==> src/rtl/select_multi_if.sv <==
// select_multi_if: bundle between the reservation station / issue ports and
// the multi-issue select stage.
//   reqs        : per-entry ready-to-issue vector (RS -> select)
//   flush       : kill all held grants (RS -> select)
//   issue_ready : per-port accept strobe (issue ports -> select)
//   grant       : registered entry index per port (select -> issue ports)
//   grant_valid : registered per-port live-grant flag (select -> issue ports)
//   accept_mask : combinational entries firing this cycle (select -> RS)
// master = RS/issue side, slave = select stage.
interface select_multi_if #(
  parameter int RS_ENTRIES  = 16,
  parameter int ISSUE_WIDTH = 2
);
  localparam int IDX_W = $clog2(RS_ENTRIES);

  logic [RS_ENTRIES-1:0]             reqs;
  logic                              flush;
  logic [ISSUE_WIDTH-1:0]            issue_ready;
  logic [ISSUE_WIDTH-1:0][IDX_W-1:0] grant;
  logic [ISSUE_WIDTH-1:0]            grant_valid;
  logic [RS_ENTRIES-1:0]             accept_mask;

  modport master (
    output reqs, flush, issue_ready,
    input  grant, grant_valid, accept_mask
  );

  modport slave (
    input  reqs, flush, issue_ready,
    output grant, grant_valid, accept_mask
  );
endinterface

==> src/rtl/select_multi.sv <==
// select_multi: multi-issue select stage. Each cycle fills every free issue
// port (ascending port order) with a distinct ready entry, scanning entries
// in rotating priority from ptr. Grants are held per port until the port
// accepts them, so one stalled port never blocks the others.
//   clk : clock, rising edge
//   rst : synchronous active-high reset
//   bus : select_multi_if.slave (reqs, flush, issue_ready in;
//         grant, grant_valid, accept_mask out)

// Per-port grant register. load wins over drop so a port that fires can be
// refilled in the same edge (back-to-back issue).
module select_multi_lane #(
  parameter int IDX_W = 4
) (
  input  logic             clk,
  input  logic             rst,
  input  logic             load,
  input  logic [IDX_W-1:0] load_idx,
  input  logic             drop,
  output logic [IDX_W-1:0] grant,
  output logic             grant_valid
);
  always_ff @(posedge clk) begin
    if (rst) begin
      grant       <= '0;
      grant_valid <= 1'b0;
    end else if (load) begin
      grant       <= load_idx;
      grant_valid <= 1'b1;
    end else if (drop) begin
      grant_valid <= 1'b0;
    end
  end
endmodule

module select_multi #(
  parameter int RS_ENTRIES  = 16,
  parameter int ISSUE_WIDTH = 2
) (
  input logic         clk,
  input logic         rst,
  select_multi_if.slave bus
);
  localparam int IDX_W = $clog2(RS_ENTRIES);

  logic [ISSUE_WIDTH-1:0][IDX_W-1:0] grant_q;
  logic [ISSUE_WIDTH-1:0]            gv;
  logic [ISSUE_WIDTH-1:0]            fire, kill, drop, load, avail;
  logic [ISSUE_WIDTH-1:0][IDX_W-1:0] load_idx;
  logic [RS_ENTRIES-1:0]             held, cand, accept;
  logic [IDX_W-1:0]                  ptr, ptr_nxt, idx;
  logic                              hit;

  // flush suppresses firing so nothing is deallocated in the flush cycle
  assign fire = gv & bus.issue_ready & {ISSUE_WIDTH{~bus.flush}};
  assign drop = fire | kill | {ISSUE_WIDTH{bus.flush}};

  // Held set includes firing ports: an entry leaving this cycle still has
  // reqs high, and must not be granted again.
  always_comb begin
    held   = '0;
    accept = '0;
    kill   = '0;
    for (int p = 0; p < ISSUE_WIDTH; p++) begin
      if (gv[p])   held[grant_q[p]]   = 1'b1;
      if (fire[p]) accept[grant_q[p]] = 1'b1;
      // stalled grant whose request vanished: retire it, no refill this cycle
      kill[p] = gv[p] & ~fire[p] & ~bus.reqs[grant_q[p]];
    end
  end

  assign cand = bus.reqs & ~held;

  // Walk entries in rotating order; each candidate goes to the lowest free
  // port still unfilled. ptr advances past the last entry actually loaded.
  always_comb begin
    avail    = (~gv | fire) & {ISSUE_WIDTH{~bus.flush}};
    load     = '0;
    load_idx = '0;
    ptr_nxt  = ptr;
    idx      = '0;
    hit      = 1'b0;
    for (int k = 0; k < RS_ENTRIES; k++) begin
      idx = ptr + IDX_W'(k);
      hit = 1'b0;
      if (cand[idx]) begin
        for (int p = 0; p < ISSUE_WIDTH; p++) begin
          if (avail[p] && !hit) begin
            hit         = 1'b1;
            avail[p]    = 1'b0;
            load[p]     = 1'b1;
            load_idx[p] = idx;
          end
        end
        if (hit) ptr_nxt = idx + 1'b1;
      end
    end
  end

  always_ff @(posedge clk) begin
    if (rst) ptr <= '0;
    else     ptr <= ptr_nxt;
  end

  for (genvar p = 0; p < ISSUE_WIDTH; p++) begin : g_lane
    select_multi_lane #(.IDX_W(IDX_W)) u_lane (
      .clk         (clk),
      .rst         (rst),
      .load        (load[p]),
      .load_idx    (load_idx[p]),
      .drop        (drop[p]),
      .grant       (grant_q[p]),
      .grant_valid (gv[p])
    );
  end

  assign bus.grant       = grant_q;
  assign bus.grant_valid = gv;
  assign bus.accept_mask = accept;
endmodule
==> src/flat_wrapper.sv <==
// flat-port wrapper written by rule: the top's interface ports become plain ports
module select_multi_flat 
#(
  parameter int RS_ENTRIES  = 16,
  parameter int ISSUE_WIDTH = 2
)
  (clk, rst, bus_reqs, bus_flush, bus_issue_ready, bus_grant, bus_grant_valid, bus_accept_mask);
  select_multi_if #(.RS_ENTRIES(RS_ENTRIES), .ISSUE_WIDTH(ISSUE_WIDTH)) bus_i ();
  input logic clk;
  input logic rst;
  input wire logic [$bits(bus_i.reqs)-1:0] bus_reqs;
  input wire logic [$bits(bus_i.flush)-1:0] bus_flush;
  input wire logic [$bits(bus_i.issue_ready)-1:0] bus_issue_ready;
  output wire logic [$bits(bus_i.grant)-1:0] bus_grant;
  output wire logic [$bits(bus_i.grant_valid)-1:0] bus_grant_valid;
  output wire logic [$bits(bus_i.accept_mask)-1:0] bus_accept_mask;
  assign bus_i.reqs = bus_reqs;
  assign bus_i.flush = bus_flush;
  assign bus_i.issue_ready = bus_issue_ready;
  assign bus_grant = bus_i.grant;
  assign bus_grant_valid = bus_i.grant_valid;
  assign bus_accept_mask = bus_i.accept_mask;
  select_multi #(.RS_ENTRIES(RS_ENTRIES), .ISSUE_WIDTH(ISSUE_WIDTH)) u_core (.clk(clk), .rst(rst), .bus(bus_i));
endmodule
==> config.mk <==
export PLATFORM = sky130hd
export DESIGN_NAME = select_multi_flat
export DESIGN_NICKNAME = d
export VERILOG_FILES = /design/src/rtl/select_multi_if.sv /design/src/rtl/select_multi.sv /design/src/flat_wrapper.sv
export SDC_FILE = /design/constraint.sdc
export NUM_CORES = 1
export LEC_CHECK = 0
export ABC_AREA = 1
export CAP_MARGIN = 25
export CORE_MARGIN = 10
export CORE_UTILIZATION = 43
export CTS_BUF_LIST = sky130_fd_sc_hd__clkbuf_8
export DETAILED_ROUTE_END_ITERATION = 10
export SLEW_MARGIN = 10
export SYNTH_ARGS = -nofsm -noshare
export SYNTH_HDL_FRONTEND = slang
export SYNTH_SLANG_ARGS = --single-unit
==> constraint.sdc <==
create_clock -name clk -period 4.55 [get_ports clk]
set_input_delay 1.365 -clock clk [delete_from_list [all_inputs] [get_ports clk]]
set_output_delay 1.365 -clock clk [all_outputs]
set_load 0.01 [all_outputs]
==> results of run 1 <==
## cells by family after synthesis
kind of cell | Yosys count
and+or+nand+nor | 652
DFF | 14
adders and majority gates | 9
buffers and inverters | 195
xor gates and xnor gates | 13
AOI/OAI and AO/OA | 156
## cell type report
cell class	instances	area [um2]
clock buffers	4	55.1
multi-input cells	830	4600
flip-flops and latches	14	280
inverters	163	613
repair buffers	188	1560
well taps	168	210
fillers	1226	4740
## power breakdown
part	switching (mW)	internal [mW]
logic	4.06	2.17
clock network	0.0445	0.0766
registers	0.0990	0.166
total	4.21	2.41
## what timing repair did
| item | CTS | global route |
|---|---|---|
| buffers inserted | 0 | 7 |
| setup endpoints to repair | 0 | 16 |
| resized for setup | 0 | 92 |
## through the flow
| stage | total power [mW] | setup slack, ns |
|---|---|---|
| 5_1_grt | 7.14 | -0.0436 |
| 2_1_floorplan | 3.68 | 0.520 |
| 3_3_place_gp | 6.00 | -0.0839 |
| 6_report | 6.62 | 0.0555 |
| 3_5_place_dp | 6.01 | -0.121 |
| 4_1_cts | 6.15 | 0.0712 |
## routing by layer
metal | share of wire, % | global-route usage [%]
met1 | 44 | 36.4
met2 | 43 | 39.0
met3 | 10 | 3.09
met4 | 3.2 | 7.97
met5 | 0 | 0
## critical path, cell delays in order
cell	delay (ns)
clkdlybuf4s50_1	0.47
inv_1	0.16
nand3_1	0.08
buf_4	0.23
o31ai_1	0.24
clkdlybuf4s50_1	0.58
## registers in the layout (all words and copies together) (netlist names)
| name | flops |
|---|---|
| u_core.g_lane.u_lane.grant_valid | 2 |
| u_core.ptr | 4 |
| u_core.g_lane.u_lane.grant | 8 |
## final timing paths
| path | to | slack (ns) | cells after the start |
|---|---|---|---|
| worst max-delay path | bus_accept_mask[10] | 0.06 | 6 |
| worst max register to register | u_core.ptr[0] | 0.31 | 25 |
| worst min-delay path | u_core.g_lane[1].u_lane.grant[0] | 0.55 | 2 |
| worst min register to register | u_core.g_lane[1].u_lane.grant[0] | 0.55 | 2 |
## placed cells by master, fill, tap and decap left out, types with 21 or more instances in the layout
cell type        count
a21oi_1             38
o21ai_0             51
nand3_2             41
nand3_1            161
inv_1              137
buf_4              142
nand2_1            278
nor2_1              82
inv_2               22
clkdlybuf4s50_1     31
nand2_2             21
==> impl_metrics.yaml, run 1 <==
worst_hold_path:
  min_path_type: "reg2reg"
  min_from: "u_core.g_lane[1].u_lane.grant[0]"
detailed_routing:
  wirelength_um: 24000
  drtIter0Drc: 960
  firstDrtPassIters: 6
  num_vias: 7640
  drc_errors: 0
  drt.antenna.violating_nets: 0
  via_per_inst: 5.59
  detail_route.wl_per_cell_um: 17.5
synth:
  syn-num-nets: 1069
  post-synth-top-count-cell: "nand2_1"
  synth_top_area_share_pct: 20.4
  async_reset_ff_share_pct: 0
  synth_compound_area_share_pct: 17.5
  synth_cell_types: 43
  synthTopCellsByArea: "nand2_1, nand3_1, inv_1, nor2_1, dfxtp_1"
  yosys.area_share.simple_pct: 58.4
  synth_top_family_by_area: "simple AND/OR/NAND/NOR gates"
  synthTopCellsByCount: "nand2_1, nand3_1, inv_1, nor2_1, o21ai_0"
  ys_seq_elements: 14
  syn_avg_cell_area_um2: 5.13
  synth_top_area_cell: "nand2_1"
  synthAdderAreaFrac_pct: 2.11
  yosysWarnings: 0
  yosysSeqAreaShare_pct: 5.26
  synthFlopType: "dfxtp_1"
  synth_edf_count: 0
  netlist_area_um2: 5330
  synth_cells: 1039
  synthXorXnorAreaFrac_pct: 2.14
  synthMuxAreaShare_pct: 0
sta:
  relSlewSlack_pct: 44.3
  timing.final.crit_share_pct: 98.8
  slew_violations: 0
  fin_worst_skew_ns: 0.000850
  whs_ns: 0.548
  setup_tns_ns: 0
  setup_viol: 0
  tightest_slew_ns: 0.832
  fmax_mhz: 222
  fin_crit_ns: 4.49
  finalHoldViolCount: 0
global_routing:
  antenna_found_initial: 0
  grt_pass1_wl_um: 36800
  grt_pass1_vias: 6731
  grt_max_degree: 26
  grt_use_total_pct: 25.6
  globalRouteOverflowTotal: 0
floorplan:
  start_util_pct: 44.2
  placementRows: 40
  core-area_um2: 12100
  dieArea_um2: 17200
  die_h_um: 131
  die_w_um: 131
  io_pins: 47
pwr:
  vdd_ir_drop_max_uv: 466
  powerDensity_nw_per_um2: 904
  p_leak_nw: 3.88
layout:
  antenna_cells: 0
  syn_to_final_growth_pct: 37.4
  postLayoutCoreUtil_pct: 60.7
  finalNetCount: 1230
  fin_cells: 1367
  drive_gt1_share_pct: 23.7
  design_area_um2: 7320
placed_design:
  dpl.cell_count: 1356
  dp_hpwl_um: 18900
  placed_area_um2: 6850
  port_buffers: 46
  gp_congestion: 1.03
status:
  status: "complete, no violations"
cts:
  path_clk_slew_ns: 0.06
  ctsHoldBuffers: 0
  cts.sinks: 14
  worstSkewPairLatency_ns: 0.24
  tritoncts: "done"
  cts_made_buffers: 3
  root_buffer: "clkbuf_8"
  cts_max_path_buffers: 2
  htree_levels: 1
job:
  cap_viol_max_count: 0
critical_path:
  cp-start-kind: "primary input"
  crit-reg2reg-launch: "u_core.ptr[2]"
  path_class: "in2out"
  crit_path_end_kind: "primary output"
  crit_path_start: "bus_flush"
  required_ns: 3.18
  cp.arrival_ns: 3.13
  path_max_fanout: 16
No activity file was read; power rests on OpenSTA's default activity.
==> run 2, diff against run 1 <==
ABC_AREA = 0   (was 1)
==> run 2 against run 1 <==
Effect of this change: the flow now finishes with violations (negative setup slack); worst setup slack got worse by 0.47 ns; synthesized cell count decreased by 7.5%; non-clock buffer count increased by 259; sequential cell count unchanged; global-route usage increased by 8.4 points; via count increased by 33%; total power increased by 49%; clock skew increased by 0.012 ns.
==> impl_metrics.yaml, run 2 <==
status:
  status: "finished with violations"
  violations: "negative setup slack"
detailed_routing:
  num_vias: 10200
  drc_errors: 0
  via_per_inst: 6.71
  drt.antenna.violating_nets: 0
  drtIter0Drc: 1626
  wirelength_um: 36800
  firstDrtPassIters: 6
  detail_route.wl_per_cell_um: 24.3
layout:
  postLayoutCoreUtil_pct: 74.4
  final_common_cell: "buf_4"
  top_register: "u_core.g_lane.u_lane.grant"
  finalNetCount: 1361
  fin_cells: 1513
  syn_to_final_growth_pct: 68.3
  drive_gt1_share_pct: 45.8
  top_regs: "u_core.g_lane.u_lane.grant x8, u_core.ptr x4, u_core.g_lane.u_lane.grant_valid x2"
  largest_register_ffs: 8
  layout_common_cells: "buf_4, nor2_1, nand2_1"
  design_area_um2: 10900
  antenna_cells: 0
sta:
  rsz0062_at_grt: "yes"
  fmax_mhz: 202
  setup_viol: 12
  finalHoldViolCount: 0
  fin_worst_skew_ns: 0.0125
  whs_ns: 0.717
  setup_tns_ns: -3.41
  layout_setup_ws_ns: -0.412
  fin_crit_ns: 4.96
  tightest_slew_ns: 0.817
  timing.final.crit_share_pct: 109
  slew_violations: 0
  relSlewSlack_pct: 45.4
critical_path:
  crit_top_cell: "buf_6"
  cp.arrival_ns: 5.08
  crit_path_start: "bus_reqs[0]"
  path_class: "in2reg"
  path_max_fanout: 4
  max_stage_delay_ns: 0.53
  slowest_stage: "mux4_2"
  crit_chain: "buf_8, o21ai_4, nor2_2, mux4_2, mux4_2, or3_4, buf_6, nor3_4, buf_6, a31oi_4, a211o_4, buf_6, o31ai_4, buf_4, o211ai_1, o21a_1, o221a_2, nand2_2, o22ai_2"
  crit-reg2reg-launch: "u_core.g_lane[1].u_lane.grant[2]"
  cp-start-kind: "primary input"
  crit_path_end_kind: "flip-flop"
  required_ns: 4.67
cts:
  cts.sinks: 14
  tritoncts: "done"
  cts_max_path_buffers: 2
  root_buffer: "clkbuf_8"
  cts_made_buffers: 3
  path_clk_slew_ns: 0.07
  worstSkewPairLatency_ns: 0.27
  htree_levels: 1
synth:
  synth_cells: 961
  synth_top_area_cell: "nor2_1"
  post-synth-top-count-cell: "nor2_1"
  syn-num-nets: 991
  yosysSeqAreaShare_pct: 4.31
  synthFlopType: "dfxtp_1"
  yosysWarnings: 0
  syn_avg_cell_area_um2: 6.76
  synthXorXnorAreaFrac_pct: 4.27
  synth_top_area_share_pct: 6.01
  yosys.area_share.simple_pct: 27.9
  netlist_area_um2: 6500
  synth_cell_types: 97
  async_reset_ff_share_pct: 0
  ys_seq_elements: 14
  synthTopCellsByArea: "nor2_1, mux4_2, o21ai_0, nand2_1, a21oi_1"
  synthTopCellsByCount: "nor2_1, nand2_1, o21ai_0, a21oi_1, clkbuf_1"
  synthMuxAreaShare_pct: 12.1
  synth_edf_count: 0
  synthAdderAreaFrac_pct: 2.19
  synth_top_family_by_area: "compound AO/OA/AOI/OAI gates"
  synth_compound_area_share_pct: 42.5
placed_design:
  dpl.cell_count: 1480
  placed_area_um2: 9750
  post-place-ws_ns: -1.31
  dp_hpwl_um: 28600
  port_buffers: 46
  gp_congestion: 1.07
floorplan:
  io_pins: 47
  placementRows: 44
  dieArea_um2: 20400
  core-area_um2: 14700
  die_h_um: 143
  start_util_pct: 44.2
  die_w_um: 143
global_routing:
  globalRouteOverflowTotal: 0
  grt_pass1_wl_um: 54500
  met2_usage_pct: 51.1
  grt_max_degree: 51
  grt_use_total_pct: 34.0
  grt_pass1_vias: 9301
  grt_use_met1_pct: 45.4
  grt.busiest_layer: "met2"
  antenna_found_initial: 1
  grt.met3_usage_pct: 8.46
pwr:
  powerDensity_nw_per_um2: 904
  total_power_mw: 9.88
  vdd_ir_drop_max_uv: 893
  p_leak_nw: 4.74
worst_hold_path:
  min_from: "u_core.g_lane[1].u_lane.grant[0]"
  min_path_type: "reg2reg"
job:
  cap_viol_max_count: 0
run 2: cell count changes after synthesis, sizes merged, moves of 17 or more:
cell / before / now
mux4: 0 / 17
a21oi: 40 / 62
inv: 159 / 17
nor3: 4 / 25
nand2b: 0 / 18
o22ai: 0 / 46
mux2i: 0 / 26
xnor2: 6 / 24
nand2: 308 / 89
nand3: 210 / 25
clkbuf: 14 / 58
run 2: path summary, 6_finish.rpt:
path,end,slack (ns),cells past startpoint
min reg2reg,u_core.g_lane[1].u_lane.grant[0],0.72,3
max,u_core.ptr[1],-0.41,19
max reg2reg,u_core.ptr[1],-0.35,18
min,u_core.g_lane[1].u_lane.grant[0],0.72,3
run 2: routing by layer:
layer  up-vias  part of all wire, %
li1       4507                    -
met1      4785                   40
met2       725                   42
met3       137                   13
met4         2                  5.1
met5         -                0.035
run 2: logic make-up (layout without fill, tap and decap cells):
kind of cell,after synthesis,count (layout)
AO/OA/AOI/OAI,395,395
XOR/XNOR,30,30
adder cells (fa/ha/maj),12,12
buffers and inverters,99,467
flip-flops,14,14
multiplexers,56,56
AND/OR/NAND/NOR,355,355
run 2: where the power goes:
part	internal (mW)	leakage (nW)	switching (mW)
logic	4.36	4.60	5.18
registers	0.168	0.116	0.0650
clock network	0.0591	0.0216	0.0556
run 2: critical path: cells and delay by family:
| kind | cells | cell delay, ns |
|---|---|---|
| AOI/OAI and AO/OA | 8 | 1.32 |
| muxes | 2 | 1.04 |
| buffers and inverters | 5 | 0.67 |
| and+or+nand+nor | 4 | 0.67 |
run 2: area by class of cell:
type                       instances  area (um2)
multi-input combinational        848        6720
tap                              184         230
timing repair buffer             447        3600
clock buffer                       3        41.3
inverter                          17        63.8
sequential                        14         282
fill                            1215        3760
run 2: repair_timing:
| item | 4_1_cts | 5_1_grt |
|---|---|---|
| pin swaps | 35 | 38 |
| hold buffers | 0 | 0 |
| hold endpoints to repair | 0 | 0 |
| buffers inserted | 20 | 15 |
| setup endpoints to repair | 19 | 26 |
| cloned | 0 | 0 |
| resized for setup | 156 | 110 |
==> run 3, diff against run 2 <==
CORE_MARGIN = 2   (was 10)
==> run 3 against run 2 <==
Effect of this change: the run still ends with negative setup slack left; routed wire length is 1.2% higher; critical path type unchanged; register-to-register slack got worse by 0.05 ns; die area shrank 21%; largest power group unchanged.
==> impl_metrics.yaml, run 3 (synthesized netlist as in run 2, its figures left out) <==
status:
  status: "finished with violations"
  violations: "negative setup slack"
floorplan:
  die_h_um: 127
  start_util_pct: 44.4
  dieArea_um2: 16100
  die_w_um: 127
  core-area_um2: 14600
  io_pins: 47
  placementRows: 44
cts:
  cts_max_path_buffers: 2
  tritoncts: "done"
  root_buffer: "clkbuf_8"
  worstSkewPairLatency_ns: 0.27
  htree_levels: 1
  cts.sinks: 14
  path_clk_slew_ns: 0.08
  cts_made_buffers: 3
sta:
  relSlewSlack_pct: 42.8
  setup_tns_ns: -3.00
  setup_viol: 12
  tightest_slew_ns: 0.856
  layout_setup_ws_ns: -0.419
  whs_ns: 0.692
  fmax_mhz: 201
  timing.final.crit_share_pct: 109
  slew_violations: 0
  fin_crit_ns: 4.97
  rsz0062_at_grt: "yes"
  fin_worst_skew_ns: 0.00557
  finalHoldViolCount: 0
detailed_routing:
  drtIter0Drc: 1503
  firstDrtPassIters: 6
  drc_errors: 0
  drt.antenna.violating_nets: 0
  wirelength_um: 37200
  num_vias: 10300
  via_per_inst: 6.72
  detail_route.wl_per_cell_um: 24.2
layout:
  fin_cells: 1536
  largest_register_ffs: 8
  antenna_cells: 0
  layout_common_cells: "buf_4, nor2_1, nand2_1"
  final_common_cell: "buf_4"
  drive_gt1_share_pct: 45.8
  syn_to_final_growth_pct: 69.5
  top_register: "u_core.g_lane.u_lane.grant"
  top_regs: "u_core.g_lane.u_lane.grant x8, u_core.ptr x4, u_core.g_lane.u_lane.grant_valid x2"
  finalNetCount: 1383
critical_path:
  crit-reg2reg-launch: "u_core.g_lane[0].u_lane.grant[2]"
  path_class: "in2reg"
  cp-start-kind: "primary input"
  cp.arrival_ns: 5.14
  crit_path_start: "bus_reqs[1]"
  path_max_fanout: 5
  crit_path_end_kind: "flip-flop"
  required_ns: 4.72
global_routing:
  globalRouteOverflowTotal: 0
  antenna_found_initial: 0
  grt_pass1_vias: 9517
  grt_max_degree: 44
  grt_pass1_wl_um: 54800
  grt_use_total_pct: 44.0
job:
  cap_viol_max_count: 0
placed_design:
  dpl.cell_count: 1488
  gp_congestion: 1.11
  post-place-ws_ns: -1.32
  dp_hpwl_um: 28900
  port_buffers: 46
pwr:
  p_leak_nw: 4.84
  powerDensity_nw_per_um2: 902
  total_power_mw: 9.94
  vdd_ir_drop_max_uv: 810
worst_hold_path:
  min_from: "u_core.g_lane[0].u_lane.grant[0]"
  min_path_type: "reg2reg"
## run 3: changes by cell type in the layout (fill, tap and decap cells not counted), moves of 4 or more
cell            before  now
dlygate4sd2_1        6    1
nand2_1             81   85
buf_6               25   20
o21ai_1              6   12
dlymetal6s2s_1      12   16
a21oi_1             54   58
buf_4              376  399
o21ai_0             65   60
## run 3: worst max-delay path, stage by stage
cell       delay, ns
buf_8           0.10
o21ai_4         0.08
buf_6           0.13
nor2_2          0.03
mux4_2          0.51
mux4_2          0.51
buf_6           0.14
o31ai_4         0.06
o211ai_1        0.16
or3_4           0.45
a211o_4         0.37
a21o_1          0.23
o41ai_1         0.38
a2111oi_2       0.10
a2111o_1        0.30
a311oi_1        0.21
## run 3: path summary, 6_finish.rpt
kind                                      end  slack (ns)  cells after the start
min reg2reg  u_core.g_lane[0].u_lane.grant[0]        0.69                      3
min          u_core.g_lane[0].u_lane.grant[0]        0.69                      3
max                             u_core.ptr[3]       -0.42                     16
max reg2reg                     u_core.ptr[3]       -0.40                     16
## run 3: per-stage QoR
| step | cell area, um2 | utilization [%] |
|---|---|---|
| 2_1_floorplan | 6650 | - |
| 3_3_place_gp | 9850 | 67.3 |
| 3_5_place_dp | 9850 | 67.3 |
| 4_1_cts | 10700 | 72.8 |
| 5_1_grt | 11000 | 75.2 |
| 6_report | 11000 | 75.2 |
## run 3: routing by layer
metal | global-route usage, % | vias up | wire length, um
met4 | 13.3 | 0 | 1700
li1 | - | 4550 | -
met3 | 11.4 | 143 | 4900
met1 | 59.4 | 4870 | 14700
met2 | 69.0 | 754 | 15900
met5 | 0 | - | 0
## run 3: cell type report
class	count	area [um2]
repair buffers	469	3790
fillers	1142	3630
well taps	184	230
multi-input cells	848	6600
clock buffers	4	55.1
inverters	17	63.8
flip-flops and latches	14	284
## run 3: where the power goes
| part | internal, mW | switching [mW] |
|---|---|---|
| logic | 4.43 | 5.13 |
| registers | 0.169 | 0.0652 |
| clock network | 0.0774 | 0.0636 |
| total | 4.68 | 5.26 |
## run 3: timing repair
item | in CTS | in global routing
gates resized for setup | 157 | 88
hold buffers | 0 | 0
pin swaps | 35 | 27
setup endpoints to repair | 14 | 30
buffers inserted | 35 | 9
